$ cat src/rtl/seg_capture_pkg.sv
// Shared definitions for the seven-segment capture block: FSM states, hex glyphs,
// error counter ceiling and digit-select helpers.
package seg_cap_pkg;

   typedef enum logic [1:0] {
      IDLE,
      SETTLE,
      HOLD
   } cap_state_t;

   typedef struct packed {
      logic [7:0] seg;
      logic [7:0] digit;
   } smp_t;

   // Glyphs as driven on seg[6:0] (g..a), common with the display drivers
   localparam logic [6:0] SEG_0 = 7'h3F;
   localparam logic [6:0] SEG_1 = 7'h06;
   localparam logic [6:0] SEG_2 = 7'h5B;
   localparam logic [6:0] SEG_3 = 7'h4F;
   localparam logic [6:0] SEG_4 = 7'h66;
   localparam logic [6:0] SEG_5 = 7'h6D;
   localparam logic [6:0] SEG_6 = 7'h7D;
   localparam logic [6:0] SEG_7 = 7'h07;
   localparam logic [6:0] SEG_8 = 7'h7F;
   localparam logic [6:0] SEG_9 = 7'h6F;
   localparam logic [6:0] SEG_A = 7'h77;
   localparam logic [6:0] SEG_B = 7'h7C;
   localparam logic [6:0] SEG_C = 7'h58;
   localparam logic [6:0] SEG_D = 7'h5E;
   localparam logic [6:0] SEG_E = 7'h79;
   localparam logic [6:0] SEG_F = 7'h71;

   localparam logic [7:0] ERR_CNT_MAX = 8'hFF;

   function automatic logic is_onehot(input logic [7:0] v);
      return (v != 8'd0) && ((v & (v - 8'd1)) == 8'd0);
   endfunction

   function automatic logic [2:0] onehot_idx(input logic [7:0] v);
      logic [2:0] r;
      r = 3'd0;
      for (int i = 0; i < 8; i++) begin
         if (v[i]) r = 3'(i);
      end
      return r;
   endfunction

endpackage

$ cat src/rtl/seg_capture_pat_decode.sv
// Combinational seven-segment glyph to hex nibble lookup; hit is low for any
// pattern outside the 16-glyph table.
module seg_pat_decode
   import seg_cap_pkg::*;
(
   input  logic [6:0] seg,
   output logic [3:0] nib,
   output logic       hit
);

   always_comb begin
      nib = 4'h0;
      hit = 1'b1;
      case (seg)
         SEG_0:   nib = 4'h0;
         SEG_1:   nib = 4'h1;
         SEG_2:   nib = 4'h2;
         SEG_3:   nib = 4'h3;
         SEG_4:   nib = 4'h4;
         SEG_5:   nib = 4'h5;
         SEG_6:   nib = 4'h6;
         SEG_7:   nib = 4'h7;
         SEG_8:   nib = 4'h8;
         SEG_9:   nib = 4'h9;
         SEG_A:   nib = 4'hA;
         SEG_B:   nib = 4'hB;
         SEG_C:   nib = 4'hC;
         SEG_D:   nib = 4'hD;
         SEG_E:   nib = 4'hE;
         SEG_F:   nib = 4'hF;
         default: hit = 1'b0;
      endcase
   end

endmodule

$ cat src/rtl/seg_capture.sv
// Seven-segment bus capture: settles, decodes and stores the hex value per digit.
// Define SEG_CAP_ERRCNT_EN to build the saturating err_cnt counter; otherwise it reads 0.
module seg_capture
   import seg_cap_pkg::*;
#(
   parameter int STABLE_CNT = 4
) (
   input  logic        clk,
   input  logic        rstb,
   input  logic [7:0]  seg_in,
   input  logic [7:0]  digit_in,
   output logic [31:0] value,
   output logic [7:0]  dp,
   output logic        valid,
   output logic [2:0]  valid_idx,
   output logic        err,
   output logic [7:0]  err_cnt
);

   localparam logic [7:0] CNT_LAST = 8'(STABLE_CNT - 1);

   cap_state_t state_reg;
   smp_t       smp_reg;
   smp_t       snap_reg;
   logic [7:0] cnt_reg;
   logic       valid_reg;
   logic       err_reg;
   logic [2:0] valid_idx_reg;

   logic [3:0] dec_nib;
   logic       dec_hit;
   logic       smp_onehot;
   logic       smp_same;
   logic       dec_fire;

   seg_pat_decode u_dec (
      .seg (snap_reg.seg[6:0]),
      .nib (dec_nib),
      .hit (dec_hit)
   );

   always_comb begin
      smp_onehot = is_onehot(smp_reg.digit);
      smp_same   = (smp_reg == snap_reg);
      dec_fire   = (state_reg == SETTLE) && smp_same && (cnt_reg == CNT_LAST);
   end

   always_ff @(posedge clk) begin
      if (!rstb) begin
         state_reg     <= IDLE;
         smp_reg       <= '0;
         snap_reg      <= '0;
         cnt_reg       <= 8'd0;
         valid_reg     <= 1'b0;
         err_reg       <= 1'b0;
         valid_idx_reg <= 3'd0;
      end else begin
         smp_reg   <= '{seg: seg_in, digit: digit_in};
         valid_reg <= 1'b0;
         err_reg   <= 1'b0;
         case (state_reg)
            IDLE: begin
               if (smp_onehot) begin
                  state_reg <= SETTLE;
                  snap_reg  <= smp_reg;
                  cnt_reg   <= 8'd0;
               end
            end
            SETTLE: begin
               if (!smp_same) begin
                  // Any bit change restarts the stability window on the new pattern
                  if (smp_onehot) begin
                     snap_reg <= smp_reg;
                     cnt_reg  <= 8'd0;
                  end else begin
                     state_reg <= IDLE;
                  end
               end else if (cnt_reg == CNT_LAST) begin
                  state_reg <= HOLD;
                  if (dec_hit) begin
                     valid_reg     <= 1'b1;
                     valid_idx_reg <= onehot_idx(snap_reg.digit);
                  end else begin
                     err_reg <= 1'b1;
                  end
               end else begin
                  cnt_reg <= cnt_reg + 8'd1;
               end
            end
            HOLD: begin
               if (!smp_same) begin
                  if (smp_onehot) begin
                     state_reg <= SETTLE;
                     snap_reg  <= smp_reg;
                     cnt_reg   <= 8'd0;
                  end else begin
                     state_reg <= IDLE;
                  end
               end
            end
            default: state_reg <= IDLE;
         endcase
      end
   end

   // Per-digit storage; a digit only changes on a successful decode addressed to it
   logic [3:0] nib_reg [8];
   logic       dp_reg  [8];

   for (genvar gi = 0; gi < 8; gi++) begin : g_digit
      always_ff @(posedge clk) begin
         if (!rstb) begin
            nib_reg[gi] <= 4'h0;
            dp_reg[gi]  <= 1'b0;
         end else if (dec_fire && dec_hit && snap_reg.digit[gi]) begin
            nib_reg[gi] <= dec_nib;
            dp_reg[gi]  <= snap_reg.seg[7];
         end
      end
      assign value[4*gi +: 4] = nib_reg[gi];
      assign dp[gi]           = dp_reg[gi];
   end

`ifdef SEG_CAP_ERRCNT_EN
   logic [7:0] err_cnt_reg;

   always_ff @(posedge clk) begin
      if (!rstb) begin
         err_cnt_reg <= 8'd0;
      end else if (dec_fire && !dec_hit && (err_cnt_reg != ERR_CNT_MAX)) begin
         err_cnt_reg <= err_cnt_reg + 8'd1;
      end
   end

   assign err_cnt = err_cnt_reg;
`else
   assign err_cnt = 8'd0;
`endif

   assign valid     = valid_reg;
   assign err       = err_reg;
   assign valid_idx = valid_idx_reg;

endmodule

$ cat config.mk
export PLATFORM = sky130hd
export DESIGN_NAME = seg_capture
export DESIGN_NICKNAME = d
export VERILOG_FILES = /design/src/rtl/seg_capture_pkg.sv /design/src/rtl/seg_capture_pat_decode.sv /design/src/rtl/seg_capture.sv
export SDC_FILE = /design/constraint.sdc
export NUM_CORES = 1
export LEC_CHECK = 0
export BUFFER_PORTS_ARGS = -buffer_cell sky130_fd_sc_hd__buf_2
export CAP_MARGIN = 20
export CORE_ASPECT_RATIO = 1.75
export CORE_UTILIZATION = 61
export CTS_CLUSTER_DIAMETER = 120
export DETAILED_ROUTE_END_ITERATION = 8
export HOLD_SLACK_MARGIN = 0.08
export PLACE_DENSITY = 0.85
export SETUP_SLACK_MARGIN = 0.2
export SLEW_MARGIN = 20
export SYNTH_ARGS = -nofsm -noshare
export SYNTH_HDL_FRONTEND = slang
export SYNTH_SLANG_ARGS = --single-unit
export TNS_END_PERCENT = 10
$ cat constraint.sdc
create_clock -name clk -period 6.4 [get_ports clk]
set_input_delay 0.32 -clock clk [delete_from_list [all_inputs] [get_ports clk]]
set_output_delay 0.32 -clock clk [all_outputs]
set_load 0.02 [all_outputs]
==> impl_metrics.ini <==
[yosys]
postSynthCellCount = 421
ys_ff_latch = 87
netlist-cell-type-count = 60
synth_async_sr_flop_share_pct = 0
synth-edff-count = 39
ys_seq_area_share_pct = 50.16
netlist_area_um2 = 4250
ys.flop_type = dfxtp_1
post_synth.cell_area_avg_um2 = 10.10
ys_warn_count = 0

[final_layout]
drive_gt1_share_pct = 19.45
final_area_um2 = 4792
areaGrowthSynthToFinish_pct = 12.75
fin_nets = 492
largest_register_ffs = 32
instances_no_fill = 555
layout_commonest_cell = buf_2
mostFrequentLayoutCells = buf_2 (62), dfxtp_1 (48), edfxtp_1 (39)
diodes = 0
fillers = 490
fin_util_pct = 72.21

[power_and_ir_drop]
peakVddDrop_v = 0.0002301
powerDensity_nw_per_um2 = 266.7
power.leakage_nw = 1.922
fin_total_pwr_mw = 1.278

[floorplanning]
initial_core_util_pct = 64.05
die_w_um = 65.10
core_um2 = 6636
rows = 39
io_pins = 71
die-area_um2 = 7319
die_y_um = 112.4

[sta]
tightestPinTransition_ns = 1.113
finalSetupViolations = 0
holdWs_ns = 0.1833
max_clock_freq_mhz = 297.3
finalHoldViolCount = 0
grt_setup_unrepaired = false
fin_skew_ns = 0.007866
fin_ws_ns = 3.037
slew_headroom_pct = 25.56
period_needed_ns = 3.363
fin_tns_setup_ns = 0
fin_crit_sh_pct = 52.55
drv_slew = 0

[clocking]
cts_sinks = 87
cts_tree = done
clk_latency_ns = 0.34
ctsHoldBuffers = 0
cts_buffers = 9
clk_pin_slew_ns = 0.06
cts_root_buf = clkbuf_16
clockBufferDepth = 2
postCtsSetupBuffers = 0
cts-resized-gates = 0
htree_levels = 3

[grt]
grt_max_degree = 60
grt.total_usage_pct = 24.59
grt_pass1_wl_um = 13610
grt_pass1_vias = 2921
antenna_found_initial = 0
gr-total-overflow = 0

[placement]
io_buffers = 62
place_inst = 539
dpl.hpwl_um = 6021
dpl_cell_area_um2 = 4493
post-place-ws_ns = 3.052
place_congestion = 0.9221

[drt]
wl_um = 8280
vias_per_cell = 5.728
first_pass_iters = 5
initialDrtViolationCount = 399
drt-wirelength-per-cell_um = 14.92
ant_nets = 0
vias = 3179
drc = 0

[critical_path]
required_ns = 6.37
r2r.worst_path.cells = 6
crit_type = flip-flop to flip-flop
cp_max_fo = 14
endpoint_kind = flip-flop
start_kind = flip-flop
cp_data_arrival_time_ns = 3.33

[min_path]
worst_hold_path.num_cells = 2
min_path_type = input pin to flip-flop

[status]
status = finished, final reports clean

[run]
maxCapViolCount = 0
==> kinds of logic (layout without fill, tap and decap cells) <==
family | after synthesis | after routing | share of synthesized area, %
mux | 21 | 21 | 4.946
fa+ha+maj | 6 | 6 | 1.766
simple gates | 165 | 165 | 21.90
compound gates | 68 | 68 | 10.92
buf+inv | 57 | 102 | 6.741
flops | 87 | 87 | 50.16
xor+xnor | 16 | 16 | 3.474
other cells | 1 | 8 | 0.08823
==> routing by layer <==
layer / vias up / wire [um] / track usage [%]
met5: - / 0 / 0
met4: 0 / 327 / 14.64
met3: 30 / 513 / 5.894
met2: 166 / 4414 / 42.85
met1: 1442 / 3024 / 26.14
li1: 1541 / - / -
==> worst max-delay path, cell delays in order, from the launching register on <==
cell and delay, ns:
dfxtp_1 0.58, xnor2_1 0.19, nand4_2 0.15, nor4_4 0.60, and2_0 0.34, nand3_1 0.44, o21ai_0 0.70
==> path summary, 6_finish.rpt <==
check,startpoint,endpoint,slack [ns]
max,snap_reg[11]$_SDFFE_PN0P_,nib_reg[0][1]$_SDFFCE_PN0P_,3.04
max reg2reg,snap_reg[11]$_SDFFE_PN0P_,nib_reg[0][1]$_SDFFCE_PN0P_,3.04
min reg2reg,valid_idx[2]$_SDFFE_PN0P_,valid_idx[2]$_SDFFE_PN0P_,0.47
min,seg_in[5],smp_reg[13]$_SDFF_PN0_,0.18
==> cell type report <==
class | count | area (um^2) | share of cell area [%]
multi-input combinational | 284 | 1858 | 38.77
clock inverter | 6 | 70.07 | 1.462
tap | 82 | 102.6 | 2.141
clock buffer | 10 | 229.0 | 4.778
inverter | 24 | 90.09 | 1.880
sequential | 87 | 2132 | 44.49
timing repair buffer | 62 | 310.3 | 6.475
==> report_power, final <==
part | leakage (nW) | internal [mW] | switching, mW | total (mW)
Combinational | 0.980 | 0.0577 | 0.0798 | 0.138
Sequential | 0.795 | 0.601 | 0.0270 | 0.628
Clock | 0.147 | 0.305 | 0.208 | 0.513
Total | 1.92 | 0.963 | 0.315 | 1.28
==> Yosys cell counts, types with 4 or more instances <==
cell	n	area (um^2)
o221a_2	4	45.04
and2_1	33	206.5
nor4_1	4	25.02
xnor2_1	15	131.4
ha_1	6	75.07
buf_2	7	35.03
edfxtp_1	39	1171
and3_1	5	31.28
nor2_1	38	142.6
buf_6	4	45.04
clkbuf_1	13	48.80
dfxtp_1	48	960.9
mux2i_1	21	210.2
nor2b_1	17	106.4
inv_1	23	86.33
nand4_1	7	43.79
nand3_1	5	25.02
buf_4	9	67.56
nand2_1	29	108.9
a21oi_1	11	55.05
nand4b_1	5	43.79
o21ai_0	22	110.1
Note: power is estimated with default switching activity, not from simulation.
